File: src/rtl/mix_i2s_out.sv
// Mixer sum -> signed 16-bit PCM (DC removal, gain shift, saturate) -> mono Philips I2S; 2-clk datapath latency.
// Free-running with no backpressure: one word is latched per 64-bit frame and sent in both slots.
module mix_i2s_out #(
  parameter int CLK_DIV = 8
) (
  input  logic        clk,
  input  logic        rst_n,
  input  logic [19:0] mixed_signal,
  input  logic [2:0]  gain_shift,
  input  logic        mute,
  output logic        bclk,
  output logic        lrclk,
  output logic        sdata,
  output logic        sample_tick
);

  localparam int DW = (CLK_DIV > 1) ? $clog2(CLK_DIV) : 1;
  localparam logic [DW-1:0] DIV_LAST = DW'(CLK_DIV - 1);
  localparam logic signed [19:0] PCM_MAX = 20'sd32767;
  localparam logic signed [19:0] PCM_MIN = -20'sd32768;

  logic [19:0]        in_q;
  logic [15:0]        pcm_q;
  logic [15:0]        shreg;
  logic [DW-1:0]      div_cnt;
  logic [5:0]         bit_cnt;
  logic [5:0]         bit_nxt;
  logic [4:0]         pos;
  logic [3:0]         sidx;
  logic               fall_evt;
  logic               wrap;
  logic               sdata_nxt;
  logic [2:0]         shamt;
  logic signed [19:0] centred;
  logic signed [19:0] shifted;
  logic [15:0]        pcm_nxt;

  // Flipping the MSB of the offset-binary sum is the same as subtracting 0x80000.
  always_comb begin
    centred = signed'({~in_q[19], in_q[18:0]});
    shamt   = (gain_shift > 3'd4) ? 3'd4 : gain_shift;
    shifted = centred >>> shamt;
    if (shifted > PCM_MAX)
      pcm_nxt = 16'h7FFF;
    else if (shifted < PCM_MIN)
      pcm_nxt = 16'h8000;
    else
      pcm_nxt = shifted[15:0];
  end

  always_comb begin
    fall_evt  = (div_cnt == DIV_LAST) && bclk;
    wrap      = fall_evt && (bit_cnt == 6'd63);
    bit_nxt   = bit_cnt + 6'd1;
    pos       = bit_nxt[4:0];
    sidx      = 4'(5'd16 - pos);
    // Slot position 0 is the one-BCLK I2S delay; positions 17..31 are padding.
    sdata_nxt = (pos != 5'd0 && pos <= 5'd16) ? shreg[sidx] : 1'b0;
  end

  always_ff @(posedge clk or negedge rst_n) begin
    if (!rst_n) begin
      in_q  <= '0;
      pcm_q <= '0;
    end else begin
      in_q  <= mixed_signal;
      pcm_q <= pcm_nxt;
    end
  end

  always_ff @(posedge clk or negedge rst_n) begin
    if (!rst_n) begin
      div_cnt <= '0;
      bclk    <= 1'b0;
    end else if (div_cnt == DIV_LAST) begin
      div_cnt <= '0;
      bclk    <= ~bclk;
    end else begin
      div_cnt <= div_cnt + 1'b1;
    end
  end

  always_ff @(posedge clk or negedge rst_n) begin
    if (!rst_n) begin
      bit_cnt     <= '0;
      lrclk       <= 1'b0;
      sdata       <= 1'b0;
      shreg       <= '0;
      sample_tick <= 1'b0;
    end else begin
      sample_tick <= wrap;
      if (fall_evt) begin
        bit_cnt <= bit_nxt;
        lrclk   <= bit_nxt[5];
        sdata   <= sdata_nxt;
      end
      if (wrap)
        shreg <= mute ? 16'h0000 : pcm_q;
    end
  end

endmodule
File: config.mk
export PLATFORM = sky130hd
export DESIGN_NAME = mix_i2s_out
export DESIGN_NICKNAME = d
export VERILOG_FILES = /design/src/rtl/mix_i2s_out.sv
export SDC_FILE = /design/constraint.sdc
export NUM_CORES = 1
export LEC_CHECK = 0
export ABC_AREA = 1
export BUFFER_PORTS_ARGS = -buffer_cell sky130_fd_sc_hd__buf_2
export CORE_MARGIN = 2
export CORE_UTILIZATION = 45
export CTS_CLUSTER_SIZE = 40
export DETAILED_ROUTE_END_ITERATION = 10
export PLACE_DENSITY_LB_ADDON = 0.1
export REMOVE_ABC_BUFFERS = 1
export SYNTH_ARGS = -nofsm -noshare
export SYNTH_HDL_FRONTEND = slang
export SYNTH_SLANG_ARGS = --single-unit
export TNS_END_PERCENT = 30
File: constraint.sdc
create_clock -name clk -period 1.8 [get_ports clk]
set_input_delay 0.09 -clock clk [delete_from_list [all_inputs] [get_ports clk]]
set_output_delay 0.09 -clock clk [all_outputs]
set_load 0.01 [all_outputs]
# Yosys cells after proc, flatten, opt, wreduce, memory -nomap -nowiden

Index checks and enable logic that the tools add are counted.

Flip-flop bits (word level): 65
Bits of input ports: 26
Output and inout bits: 4
Logic and storage cells: 34

Add/subtract/negate cells: 3
$lt $le $gt $ge: 5
Equality and inequality tests: 2
Shift-type cells: 1
Muxes and demuxes: 8
Bitwise logic cells: 2
Reductions and logical operators: 4

Operator list:

| cell                                                         | number |
|---|---|
| 2-to-1 mux 16 bit                                            | 3 |
| > comparator 20 x 16 -> 1 bit, second input constant         | 1 |
| less-than comparator 20 x 16 -> 1 bit, second input constant | 1 |
| >>> shifter 20 x 3 -> 20 bit                                 | 1 |
| adder 6 x 1 -> 6 bit, second input constant                  | 1 |
| equality test 6 bit, second input constant                   | 1 |
| 2-to-1 mux 3 bit                                             | 2 |
| less-or-equal comparator 5 bit, second input constant        | 1 |
| less-than comparator 4 x 5 -> 1 bit, second input constant   | 1 |
| nonzero test 5 bit                                           | 1 |
| binary-select mux 1 bit (select 4 bit)                       | 1 |
| subtractor 1 x 4 -> 4 bit, first input constant              | 1 |
| adder 3 x 1 -> 3 bit, second input constant                  | 1 |
| equality test 3 bit, second input constant                   | 1 |
| > comparator 3 bit, second input constant                    | 1 |
| logical AND 1 bit                                            | 3 |
| 2-to-1 mux 1 bit                                             | 2 |
| inverter 1 bit                                               | 2 |

# Depth between registers and ports, before layout

Word-level depth: 6
Mapped depth: 13
Gate-level depth less buffers: 11

# Worst setup path before layout

Ideal clock, no wire load.

Kind: reg2reg
From: register bit_cnt[0]
To: register shreg[10]
Library setup time: 0.083 ns
Data arrival time: 1.438 ns
Data required time: 1.717 ns
Slack: 0.279 ns
Cell stages (with the launch flop): 9
Buffers on the path: 1
Period minus slack after synthesis: 1.521 ns
Cell sequence: dfrtp_1 -> ha_1 -> nand2_1 -> nor2_1 -> nand3_1 -> nor2_1 -> clkbuf_1 -> nand3_1 -> o21ai_0

Cells in the longest elaborated chain, start to end: 2

Ends and longest elaborated chain:

| element                | RTL line | text |
|---|---|---|
| from (decl)            | 26       | `logic [5:0] bit_cnt;` |
| from (signal assigned) | 93       | `bit_cnt <= bit_nxt;` |
| equality test 6 bit    | 53       | `wrap = fall_evt && (bit_cnt == 6'd63);` |
| logical AND 1 bit      | 53       |  |
| to (signal assigned)   | 98       | `shreg <= mute ? 16'h0000 : pcm_q;` |
| to (decl)              | 24       | `logic [15:0] shreg;` |

Every way passes these cells.
A chain may end at the register's enable or synchronous reset.

# Final worst setup path

From: register bit_cnt[1]
To: register sdata

Cells in the longest elaborated chain, start to end: 5
Elaborated cells between the ends (all ways): 8
Classes of those cells: add/sub (2); order compare (1); mux (3); reduce/logical (2)

Ends and longest elaborated chain:

| element                                | RTL line | text |
|---|---|---|
| adder 6 x 1 -> 6 bit *                 | 54       | `bit_nxt = bit_cnt + 6'd1;` |
| named net bit_nxt[1]                   | 27       | `logic [5:0] bit_nxt;` |
| subtractor 1 x 4 -> 4 bit              | 56       | `sidx = 4'(5'd16 - pos);` |
| binary-select mux 1 bit (select 4 bit) | 58       | `sdata_nxt = (pos != 5'd0 && pos <= 5'd16) ? shreg[sidx] : 1'b0;` |
| 2-to-1 mux 1 bit (not written as such) | 58       |  |
| 2-to-1 mux 1 bit *                     | 58       |  |
| to (signal assigned)                   | 95       | `sdata <= sdata_nxt;` |
| to (decl)                              | 13       | `output logic sdata,` |

Mark *: on every way through the listed nets, which the timed path passes. The rest lies on a longest branch. The select of a mux whose other input is x is not followed.

==> key figures <==
Place
  – Post-DP HPWL: slightly above 4000 um
  – Port Buffer Count: 29
  – Post-Place Cells: 475
  – Gpl congestion: approximately 0.83

Synthesis
  – Largest area contributor in the netlist: dfrtp_1
  – Post-synth EDFFs: 0
  – Fraction of the mapped netlist area in compound gates: 13.4%
  – Largest family of logic cells by synthesized area: simple AND/OR/NAND/NOR gates
  – Multiplexer share of the synthesized area: 0%
  – Post-Synth XOR/XNOR Area: 1.98%
  – Synthesized flop and latch total: 64
  – Syn Inst Count: roughly 370
  – Synth top area share: 51.6%
  – Sequential area share after synthesis: 51.6%
  – Synthesized area: 3100 um^2
  – FFs w/ async S/R, synth: 100%
  – Avg Synthesized Cell Area: 8.34 um^2
  – Synth area leaders: dfrtp_1, nand2_1, o21ai_0, nand3_1, inv_1
  – Simple-Gate Fraction of Synth Area: 23.9%
  – Post-synth top flop: dfrtp_1
  – Adder-cell share of the synthesized area: approximately 1.2%
  – Ys Warns: 0
  – Yosys cell types: 26

Clock tree
  – Worst-case clock buffer depth: 2
  – Clock Latency Late Sink: about 0.34 ns
  – CTS tree: built
  – CTS buffer count: 9
  – H-tree Lvls: 3
  – Reg clk slew, reported paths: 0.07 ns
  – CTS sink cnt: 64
  – CTS root buf: clkbuf_8

Die
  – Die X-Extent: about 87 um
  – Core box area: between 6000 and 7000 um^2
  – Initial Util: between 40% and 50%
  – Io pins: 30
  – Die height: slightly below 90 um
  – Die area: 7580 um^2
  – Site Rows: 30

Power and ir drop
  – Post-layout power: 3.09 mW
  – Leakage Power: 1.77 nW
  – VDD IR-drop max: 0.000444 V
  – PwrDens: approximately 800 nW/um^2

Detailed routing
  – DRC: 0
  – Routed Antenna Nets: 0
  – Drt wl/cell: 11.5 um
  – Pre-antenna DRT Iters: 4
  – Vias per cell: 4.83
  – First DRT Iteration DRCs: just over 80
  – Total number of vias: approximately 2,500
  – Final WL: 5910 um

Finish
  – Layout cell share with drive strength beyond 1: 16.8%
  – Fill count: about 630
  – Layout Nets: 458
  – Non-Filler Instances: 514
  – Commonest non-fill, non-tap cell in the layout: nand2_1
  – Register area: 1600 um^2
  – Multi-input gate area: 1260 um^2
  – Area growth syn-to-layout: 21.8%
  – Commonest cells after routing, fill and taps aside: nand2_1, dfrtp_1, o21ai_0, inv_1, nand3_1
  – N_diodes: 0

Global route
  – Grt ovf: 0
  – Initial antenna violation count: 0
  – Overall Global Routing Usage: between 10% and 20%
  – Pin count of the biggest net entering global routing: 65
  – Vias in the first global route: 2,427
  – First-pass GRT wire length: 10,500 um

Worst setup path
  – Largest delay contributor family on the critical path: simple AND/OR/NAND/NOR gates
  – Critical Path End Type: register
  – Critical Path Fanout Max: 4
  – WP data required: 2.04 ns
  – CP Launch Type: register
  – Most frequent CP cell: nand2_1
  – WP buf/inv: 1
  – Slowest CP cell: dfrtp_1
  – Slowest stage delay, CP: about 0.40 ns
  – WP data arrival: ~1.9 ns
  – Type of the worst setup path: register to register
  – Crit path cell chain: ha_1, inv_1, nand2_1, nor2_1, xor2_1, nand3_1, nand4_1, nand2_1

Timing
  – Min Hold Slack: 0.235 ns
  – Worst relative slew slack: 70.7%
  – Fin. max-slew vios: 0
  – Worst Skew: 0.00843 ns
  – Post-layout min period: 1.68 ns
  – Final Hold Fails: 0
  – Maximum clock frequency: 0.596 GHz
  – Slew at the pin with the worst max-slew slack: about 0.44 ns
  – Unrepaired setup endpoints after global routing: true
  – Setup Viol. Count Final: 0
  – Fin crit share: 93.2%

Hold path
  – Hold Crit Class: input pin to register

Job
  – Max Cap Viol: 0

Run status
  – Status: finished clean
## final cells by class
| type | count | area share, % |
|---|---|---|
| Clock inverter | 5 | 1.52 |
| Clock buffer | 11 | 3.48 |
| Tap cell | 80 | 2.65 |
| Multi-Input combinational cell | 257 | 33.4 |
| Sequential cell | 64 | 42.4 |
| Timing Repair Buffer | 65 | 13.4 |
| Inverter | 32 | 3.18 |
## registers in the layout, indices dropped and copies added, names as in the netlist
signal	flops
sample_tick	1
sdata	1
pcm_q	16
lrclk	1
bclk	1
in_q	20
bit_cnt	5
div_cnt	3
shreg	16
## metrics by stage
stage / instance area, um^2 / worst slack [ns] / TNS (ns) / utilization (%)
floorplan: 2980 / -0.315 / -5.08 / -
global placement: 3360 / 0.121 / 0 / 50.0
detailed placement: 3360 / 0.00851 / 0 / 50.0
CTS: 3760 / 0.0778 / 0 / 56.0
global route: 3780 / -0.00182 / -0.00182 / 56.3
finish: 3780 / 0.123 / 0 / 56.3
## tightest hold or removal path, stage by stage
cell	delay, ns
buf_2	0.07
inv_1	0.19
nand3_1	0.15
nand2_1	0.04
## kinds of logic (layout without fill, tap and decap cells)
family,count (synthesis),after routing
and+or+nand+nor,174,174
AOI/OAI and AO/OA,73,73
DFF,64,64
buffers and inverters,51,113
xor gates and xnor gates,7,7
adders and majority gates,3,3
## synth_stat cells, types with 6 or more instances
master / instances
o21ai_0: 42
xor2_1: 7
buf_2: 7
a21oi_1: 8
dfrtp_1: 64
buf_6: 6
clkbuf_1: 6
nand3_1: 32
nand2_1: 110
inv_1: 32
o21ai_1: 12
nor2_1: 20
## routing by layer
layer,routed length (um),part of all wire [%],vias up,GRT usage [%]
li1,-,-,1315,-
met1,2650,45,1117,20.0
met2,2950,50,44,31.8
met3,196,3.3,8,4.83
met4,107,1.8,0,7.67
met5,0,0,-,0
## power breakdown
part	internal [mW]	switching (mW)	total (mW)	leakage [nW]
sequential	1.51	0.0258	1.53	0.703
combinational	0.149	0.210	0.359	0.984
clock	0.637	0.563	1.20	0.0856
total	2.29	0.799	3.09	1.77
## what timing repair did
action | 4_1_cts | 5_1_grt
buffers inserted | 0 | 2
hold buffers | 21 | 0
setup endpoints to repair | 1 | 17
hold endpoints to repair | 84 | 0
gates cloned | 0 | 0
resized for setup | 1 | 1
pin swaps | 0 | 2
## path summary, 6_finish.rpt
check	start	cells past startpoint	slack, ns	end
setup / recovery	bit_cnt[1]	8	0.12	sdata
hold / removal	mute	4	0.23	shreg[9]
max in group asynchronous	rst_n	3	1.24	in_q[13]
min in group asynchronous	rst_n	3	0.27	div_cnt[2]
hold reg to reg	div_cnt[0]	1	0.44	div_cnt[0]
setup reg to reg	bit_cnt[1]	8	0.12	sdata
(Power assumes the default switching activity.)
